<file path="config.mk">
export PLATFORM = sky130hd
export DESIGN_NAME = if_fetch
export DESIGN_NICKNAME = d
export VERILOG_FILES = /design/src/rtl/mips_pkg.sv /design/src/rtl/npc_mux.sv /design/src/rtl/if_fetch.sv
export SDC_FILE = /design/constraint.sdc
export NUM_CORES = 1
export LEC_CHECK = 0
export CAP_MARGIN = 10
export CORE_UTILIZATION = 41
export CTS_CLUSTER_DIAMETER = 100
export DETAILED_ROUTE_END_ITERATION = 10
export MAX_ROUTING_LAYER = met4
export PLACE_DENSITY_LB_ADDON = 0.3
export SETUP_SLACK_MARGIN = 0.4
export SYNTH_ARGS = -nofsm -noshare
export SYNTH_HDL_FRONTEND = slang
export SYNTH_SLANG_ARGS = --single-unit
</file>
<file path="constraint.sdc">
create_clock -name clk -period 3 [get_ports clk]
set_input_delay 0.3 -clock clk [delete_from_list [all_inputs] [get_ports clk]]
set_output_delay 0.3 -clock clk [all_outputs]
set_load 0.005 [all_outputs]
</file>
<file path="src/rtl/mips_pkg.sv">
// Shared constants and types for the MIPS pipeline front end.
package mips_pkg;

  localparam int unsigned ADDR_W = 32;
  localparam int unsigned DATA_W = 32;
  localparam int unsigned EXC_W  = 5;

  localparam logic [EXC_W-1:0] EXC_NONE = 5'd0;
  localparam logic [EXC_W-1:0] EXC_ADEL = 5'd4;

  localparam logic [ADDR_W-1:0] PC_RESET_DEFAULT  = 32'h0000_3000;
  localparam logic [ADDR_W-1:0] EXC_ENTRY_DEFAULT = 32'h0000_4180;
  localparam logic [ADDR_W-1:0] IM_LO_DEFAULT     = 32'h0000_3000;
  localparam logic [ADDR_W-1:0] IM_HI_DEFAULT     = 32'h0000_6FFC;

  typedef enum logic [1:0] {
    FETCH = 2'd0,
    WAIT  = 2'd1,
    DRAIN = 2'd2
  } fetch_state_t;

endpackage

</file>
<file path="src/rtl/npc_mux.sv">
// Priority selection of the next PC: exception > ERET > branch/jump > sequential.
module npc_mux
  import mips_pkg::*;
#(
  parameter logic [ADDR_W-1:0] EXC_ENTRY = EXC_ENTRY_DEFAULT
) (
  input  logic              exc_req,
  input  logic              eret_D,
  input  logic              npc_sel_D,
  input  logic [ADDR_W-1:0] epc,
  input  logic [ADDR_W-1:0] npc_target_D,
  input  logic [ADDR_W-1:0] pc4,
  output logic [ADDR_W-1:0] npc_c
);

  always_comb begin
    npc_c = pc4;
    if (exc_req)        npc_c = EXC_ENTRY;
    else if (eret_D)    npc_c = epc;
    else if (npc_sel_D) npc_c = npc_target_D;
  end

endmodule

</file>
<file path="src/rtl/if_fetch.sv">
// Instruction-fetch stage: PC register, imem req/ready handshake and AdEL detection.
module if_fetch
  import mips_pkg::*;
#(
  parameter logic [ADDR_W-1:0] PC_RESET  = PC_RESET_DEFAULT,
  parameter logic [ADDR_W-1:0] EXC_ENTRY = EXC_ENTRY_DEFAULT,
  parameter logic [ADDR_W-1:0] IM_LO     = IM_LO_DEFAULT,
  parameter logic [ADDR_W-1:0] IM_HI     = IM_HI_DEFAULT
) (
  input  logic              clk,
  input  logic              reset_n,
  input  logic              En,
  input  logic              npc_sel_D,
  input  logic [ADDR_W-1:0] npc_target_D,
  input  logic              bj_D,
  input  logic              exc_req,
  input  logic              eret_D,
  input  logic [ADDR_W-1:0] epc,
  output logic              imem_req,
  output logic [ADDR_W-1:0] imem_addr,
  input  logic              imem_ready,
  input  logic [DATA_W-1:0] imem_rdata,
  output logic              fetch_stall,
  output logic [DATA_W-1:0] Instr_F,
  output logic [ADDR_W-1:0] PC_F,
  output logic [ADDR_W-1:0] PC4_F,
  output logic [ADDR_W-1:0] PC8_F,
  output logic [EXC_W-1:0]  ExcCode_F,
  output logic              BJ_F
);

  fetch_state_t      state;
  logic [ADDR_W-1:0] pc;
  logic [ADDR_W-1:0] pc4;
  logic [ADDR_W-1:0] npc;
  logic [ADDR_W-1:0] drain_addr;
  logic              addr_bad;

  assign pc4       = pc + ADDR_W'(4);
  assign addr_bad  = (pc[1:0] != 2'b00) || (pc < IM_LO) || (pc > IM_HI);
  assign PC_F      = pc;
  assign PC4_F     = pc4;
  assign PC8_F     = pc + ADDR_W'(8);
  assign ExcCode_F = addr_bad ? EXC_ADEL : EXC_NONE;
  assign BJ_F      = bj_D;

  npc_mux #(
    .EXC_ENTRY (EXC_ENTRY)
  ) u_npc_mux (
    .exc_req      (exc_req),
    .eret_D       (eret_D),
    .npc_sel_D    (npc_sel_D),
    .epc          (epc),
    .npc_target_D (npc_target_D),
    .pc4          (pc4),
    .npc_c        (npc)
  );

  // Exception entry overrides the hazard-unit enable.
  always_ff @(posedge clk or negedge reset_n) begin
    if (!reset_n) begin
      pc         <= PC_RESET;
      state      <= FETCH;
      drain_addr <= PC_RESET;
    end else begin
      if (exc_req || En) pc <= npc;
      case (state)
        FETCH: begin
          if (!exc_req && !addr_bad && !imem_ready) state <= WAIT;
        end
        WAIT: begin
          if (imem_ready) begin
            state <= FETCH;
          end else if (exc_req) begin
            state      <= DRAIN;
            drain_addr <= pc;
          end
        end
        DRAIN: begin
          if (imem_ready) state <= FETCH;
        end
        default: state <= FETCH;
      endcase
    end
  end

  // An outstanding request keeps its address until memory answers, even across a flush.
  always_comb begin
    imem_req    = 1'b0;
    imem_addr   = pc;
    fetch_stall = 1'b0;
    Instr_F     = '0;
    case (state)
      FETCH, WAIT: begin
        if (!addr_bad) begin
          imem_req = 1'b1;
          if (!imem_ready)   fetch_stall = 1'b1;
          else if (!exc_req) Instr_F = imem_rdata;
        end
      end
      DRAIN: begin
        imem_req    = 1'b1;
        imem_addr   = drain_addr;
        fetch_stall = 1'b1;
      end
      default: begin
        imem_req = 1'b0;
      end
    endcase
  end

endmodule

</file>
==> impl_metrics.py, run 1 <==
metrics = {
    "grt": {
        "grtUsageTotal": 0.354,
        "grt_pass1_vias": 6348,
        "grt_pass1_wl_mm": 34.8,
        "antenna_found_initial": 0,
        "grt_max_degree": 67,
        "grt_overflow": 0,
    },
    "sta": {
        "report.final.slew_viol_count": 0,
        "hold_viol": 0,
        "worst_pin_slew_ns": 0.909,
        "slew_headroom": 0.394,
        "skew_ns": 0.00699,
        "fin_setup_tns_ns": 0,
        "layout_min_cycle_time_ns": 2.87,
        "rsz0062_at_grt": "true",
        "fmax_ghz": 0.349,
        "setup_viol": 0,
        "holdWs_ns": 0.0600,
        "period_share": 0.956,
    },
    "route": {
        "wl_mm": 25.6,
        "dr_total_vias": 6754,
        "drc_errors": 0,
        "wl_met3_mm": 2.12,
        "postRouteAntennaNets": 0,
        "top_layer_used": "met4",
        "dr.pass1.iters": 5,
        "wire_per_inst_microns": 22.1,
        "wl_met2_mm": 12.6,
        "met1Wirelength_mm": 9.75,
        "viasPerCell": 5.83,
        "drtIter0Drc": 572,
    },
    "worst_setup_path": {
        "criticalPathCategory": "flop to output port",
        "worst_setup_path_end_kind": "output port",
        "r2r_slack_ns": 0.44,
        "r2r-start": "PC_F[3]",
        "cp-start-kind": "flop",
        "cp-startpoint": "PC_F[13]",
        "required_ns": 2.70,
        "cp.arrival_ns": 2.57,
        "cp_max_fo": 9,
    },
    "cts": {
        "cts.sinks": 66,
        "clk_latency_ns": 0.34,
        "cts.path.max_buffers": 2,
        "root_buffer": "clkbuf_16",
        "cts_htree_levels": 3,
        "cts_tree": "done",
        "cts_hold_buf": 0,
        "clk_pin_slew_ns": 0.05,
        "numCtsBuffers": 9,
    },
    "pwr": {
        "p_leak_nw": 4.61,
        "peakVddDrop_uv": 206,
        "power_mw": 3.00,
        "p_per_area_nw_per_um2": 300,
    },
    "floorplanning": {
        "row_count": 41,
        "die-width_microns": 116,
        "core_area_sq_um": 12700,
        "die_h_microns": 116,
        "die_area_sq_um": 13600,
        "ios": 272,
        "start_util": 0.424,
    },
    "yosys": {
        "synth_area_sq_um": 5370,
        "synth_cell_type_count": 63,
        "synth_edf_count": 0,
        "ys_seq_elements": 66,
        "async_flop_share": 1.00,
        "syn_inst": 628,
        "syn_avg_cell_area_sq_um": 8.55,
        "synth_warnings": 0,
        "synth_area_leader_cell": "dfrtp_1",
        "synth.top_cells.by_count": "62 x dfrtp_1, 55 x nand2_1, 54 x mux2_2, 41 x xnor2_1, 38 x clkbuf_1",
        "ys.flop_type": "dfrtp_1",
        "synth_top_area_frac": 0.289,
        "seq_area_frac_synth": 0.309,
        "synth_area_leaders": "dfrtp_1 29%, mux2_2 11%, xnor2_1 6.7%",
        "synth.most_common_cell": "dfrtp_1",
    },
    "place": {
        "numPortBuffers": 265,
        "place_hpwl_mm": 16.3,
        "placed_cells": 1052,
        "gp_congestion": 0.885,
        "placed_area_sq_um": 8330,
    },
    "outcome": {
        "status": "complete, no violations",
    },
    "min_path": {
        "min_path_type": "input pin to async pin",
    },
    "job": {
        "cap_violations": 0,
    },
    "cells_and_area": {
        "area_growth_pct": 86.3,
        "final-instance-count-excl-fill": 1158,
        "layout-drive-gt1-share": 0.377,
        "num-nets-final": 1088,
        "stdcell_area_sq_um": 10000,
        "antenna-diode-count": 0,
    },
}
## report_power, final
group | internal [mW] | switching (mW) | leakage [nW]
Combinational | 0.556 | 0.425 | 3.60
Clock | 0.595 | 0.399 | 0.138
Sequential | 0.957 | 0.0654 | 0.865
Total | 2.11 | 0.889 | 4.61
## cell families after synthesis
logic type	Yosys count	share of synthesized area
other	1	0.000699
AO/OA/AOI/OAI	123	0.155
flip-flops	66	0.309
adder cells (fa/ha/maj)	2	0.00466
buffers and inverters	90	0.0802
XOR/XNOR	56	0.0914
AND/OR/NAND/NOR	229	0.233
multiplexers	61	0.127
## critical path, stage by stage (launching register included)
cell and delay, ns:
dfstp_2 0.58, buf_12 0.11, nand3_4 0.11, nor2_2 0.16, buf_6 0.17, nand2_1 0.16
nor2_1 0.21, xor2_1 0.19, clkdlybuf4s50_1 0.54
## metal layers
layer  vias up  GRT usage
li1       2928          -
met1      3279      0.441
met2       435      0.553
met3       112     0.0545
met4         0      0.185
met5         -          -
## cell usage in the layout, fill, tap and decap left out, types with 16 or more instances in the layout
cell and n:
a21oi_1 18, and2_4 31, buf_4 115, buf_6 54, clkdlybuf4s50_1 195, dfrtp_1 54
dlymetal6s2s_1 16, mux2_2 54, nand2_1 53, nand4_1 16, nor2_1 30, o21ai_0 33
xnor2_1 31
## state kept, by name, summed over array words and instances, names as in the netlist
signal and count:
drain_addr 32, state 2, PC_F 32
## metrics by stage
| stage | worst slack [ns] | util |
|---|---|---|
| after floorplan | 0.769 | - |
| after global placement | 0.223 | 0.658 |
| after detailed placement | 0.128 | 0.658 |
| after CTS | 0.221 | 0.723 |
| after global routing | 0.0667 | 0.789 |
| final | 0.132 | 0.789 |
## worst paths after layout
path	endpoint	cells past startpoint
max in group asynchronous	PC_F[1]	1
min	drain_addr[28]	1
max reg2reg	PC_F[20]	11
min in group clk	drain_addr[25]	1
max	PC4_F[17]	8
min reg2reg	drain_addr[25]	1
## layout make-up
cell class,count,area (sq um)
multi-input combinational,475,3780
sequential,66,1670
clock buffer,12,256
clock inverter,3,15.0
inverter,15,56.3
fill,833,2670
timing repair buffer,415,4010
tap,172,215
## repair_timing
action	CTS	global route
setup endpoints to repair	97	91
pin swaps	28	50
gates resized for setup	231	137
gates cloned	4	0
buffers inserted	44	43
Power figures use the tool's default switching activity.
==> run 2: changes to the inputs <==
Settings changed: ABC_AREA set to 0, CORE_AREA set to 2 2 107 109, CORE_UTILIZATION 41 to not set, DIE_AREA set to 0 0 109 111, DONT_BUFFER_PORTS set to 1, GPL_TIMING_DRIVEN set to 0.
==> run 2 against run 1 <==
Register-to-register slack better by 0.17 ns. Worst setup slack better by 0.27 ns. Cell area is 35% lower. Clock skew is 0.0038 ns higher. Routed wire length is 14% lower. Largest cell class is now multi-input gates.
==> impl_metrics.py, run 2 (synthesis results as in run 1) <==
metrics = {
    "worst_setup_path": {
        "critical_path_buf_inv_count": 3,
        "r2r-start": "PC_F[4]",
        "critPathTopFamily": "simple AND/OR/NAND/NOR gates",
        "cp-start-kind": "flop",
        "r2r_cells": 7,
        "path_cells": "buf_2 -> nor4_2 -> nand2_1 -> nor4_4 -> nor4b_4 -> buf_6 -> buf_6 -> and2_4",
        "critPathSlowestCell": "dfrtp_1",
        "cp.arrival_ns": 2.29,
        "cp_slowest_stage_delay_ns": 0.41,
        "cp_common_cell": "buf_6",
        "criticalPathCategory": "flop to output port",
        "worst_setup_path_end_kind": "output port",
        "cp_max_fo": 9,
        "r2r_slack_ns": 0.61,
        "endpoint": "Instr_F[9]",
        "required_ns": 2.70,
        "regToRegEndpoint": "PC_F[23]",
        "worst-path-stages": 8,
        "cp-startpoint": "PC_F[22]",
    },
    "cts": {
        "clk_pin_slew_ns": 0.06,
        "cts_tree": "done",
        "cts_htree_levels": 3,
        "cts.sinks": 66,
        "clk_latency_ns": 0.35,
        "root_buffer": "clkbuf_16",
        "cts.path.max_buffers": 2,
        "numCtsBuffers": 9,
    },
    "route": {
        "dr_total_vias": 5358,
        "wl_mm": 22.0,
        "postRouteAntennaNets": 0,
        "dr.pass1.iters": 5,
        "wl_met2_mm": 10.2,
        "wire_per_inst_microns": 26.9,
        "wl_met3_mm": 2.30,
        "met1Wirelength_mm": 8.87,
        "top_layer_used": "met4",
        "drc_errors": 0,
        "drtIter0Drc": 522,
        "viasPerCell": 6.57,
    },
    "sta": {
        "hold_viol": 0,
        "slew_headroom": 0.335,
        "rsz0062_at_grt": "true",
        "worst_pin_slew_ns": 0.994,
        "period_share": 0.864,
        "skew_ns": 0.0108,
        "fmax_ghz": 0.386,
        "layout_min_cycle_time_ns": 2.59,
        "report.final.slew_viol_count": 0,
        "setup_viol": 0,
        "fin_setup_tns_ns": 0,
    },
    "floorplanning": {
        "row_count": 39,
        "die_area_sq_um": 12100,
        "start_util": 0.484,
        "die-width_microns": 109,
        "die_h_microns": 111,
        "core_area_sq_um": 11100,
        "ios": 272,
    },
    "grt": {
        "grt_pass1_vias": 5053,
        "grt_overflow": 0,
        "grt_pass1_wl_mm": 31.1,
        "grtUsageTotal": 0.358,
        "grt_max_degree": 67,
        "antenna_found_initial": 0,
    },
    "cells_and_area": {
        "antenna-diode-count": 0,
        "layout_commonest_cell": "dfrtp_1",
        "layout-drive-gt1-share": 0.333,
        "area_growth_pct": 21.2,
        "num-nets-final": 775,
        "fillers": 1017,
        "mostFrequentLayoutCells": "59 x dfrtp_1, 54 x mux2_2, 53 x nand2_1, 34 x buf_4",
    },
    "place": {
        "numPortBuffers": 0,
        "place_hpwl_mm": 15.6,
        "gp_congestion": 0.944,
    },
    "job": {
        "cap_violations": 0,
    },
    "pwr": {
        "p_leak_nw": 2.82,
        "p_per_area_nw_per_um2": 415,
        "peakVddDrop_uv": 241,
        "power_mw": 2.70,
    },
    "min_path": {
        "min_path_type": "input pin to flop",
    },
    "outcome": {
        "status": "complete, no violations",
    },
}
run 2: changes by cell type in the layout (fill, tap and decap cells not counted), moves of 6 or more:
cell,change
buf_1,+6
buf_12,-6
buf_4,-81
buf_6,-44
clkbuf_1,+25
clkbuf_2,+8
clkdlybuf4s50_1,-195
dlygate4sd2_1,-9
dlymetal6s2s_1,-16
nand3_4,-6
run 2: worst min path at each step:
stage          startpoint  slack [ns]  cells after the start  endpoint
6_report           epc[7]        0.15                      2   PC_F[7]
5_1_grt        imem_ready        0.16                      2  state[0]
4_1_cts            epc[7]        0.15                      2   PC_F[7]
3_5_place_dp      reset_n       0.006                      0  PC_F[23]
3_3_place_gp      reset_n       0.007                      0  PC_F[23]
2_1_floorplan     reset_n       0.004                      0   PC_F[0]
run 2: layout make-up:
type | count | area, sq um | area share
plain buffers | 75 | 422 | 0.0648
repair buffers | 27 | 265 | 0.0408
well taps | 143 | 179 | 0.0275
clock inverters | 2 | 35.0 | 0.00538
flip-flops and latches | 66 | 1660 | 0.255
clock buffers | 13 | 270 | 0.0415
inverters | 15 | 56.3 | 0.00865
multi-input cells | 475 | 3620 | 0.556
run 2: where the power goes:
part / switching [mW] / internal [mW] / total (mW)
Sequential: 0.0623 / 0.956 / 1.02
Combinational: 0.345 / 0.214 / 0.559
Clock: 0.416 / 0.706 / 1.12
Total: 0.823 / 1.88 / 2.70
run 2: worst reg2reg max path: stages, from the launching register on:
cell	delay, ns
dfrtp_2	0.49
ha_4	0.19
and3_1	0.14
buf_4	0.13
nand4_1	0.23
nor4_2	0.74
a31oi_1	0.17
o22ai_1	0.21
run 2: per-stage QoR:
stage	instance area, sq um	cells	util	setup slack, ns	hold slack (ns)
4_1_cts	6060	798	0.547	0.237	0.153
3_3_place_gp	5560	774	0.502	0.0584	0.00711
2_1_floorplan	5380	631	-	0.769	0.00441
5_1_grt	6510	816	0.587	0.285	0.156
3_5_place_dp	5560	774	0.502	0.0292	0.00629
6_report	6510	816	0.587	0.407	0.152
run 2: repair_timing:
action | CTS | global route
setup endpoints to repair | 90 | 87
pin swaps | 4 | 43
buffers inserted | 7 | 15
hold endpoints to repair | 66 | 0
cloned | 0 | 3
resized for setup | 21 | 99
hold buffers | 2 | 0
run 2: layer usage:
layer	track usage	vias to the layer above
met5	-	-
li1	-	2303
met4	0.139	0
met2	0.513	359
met3	0.0817	56
met1	0.488	2640
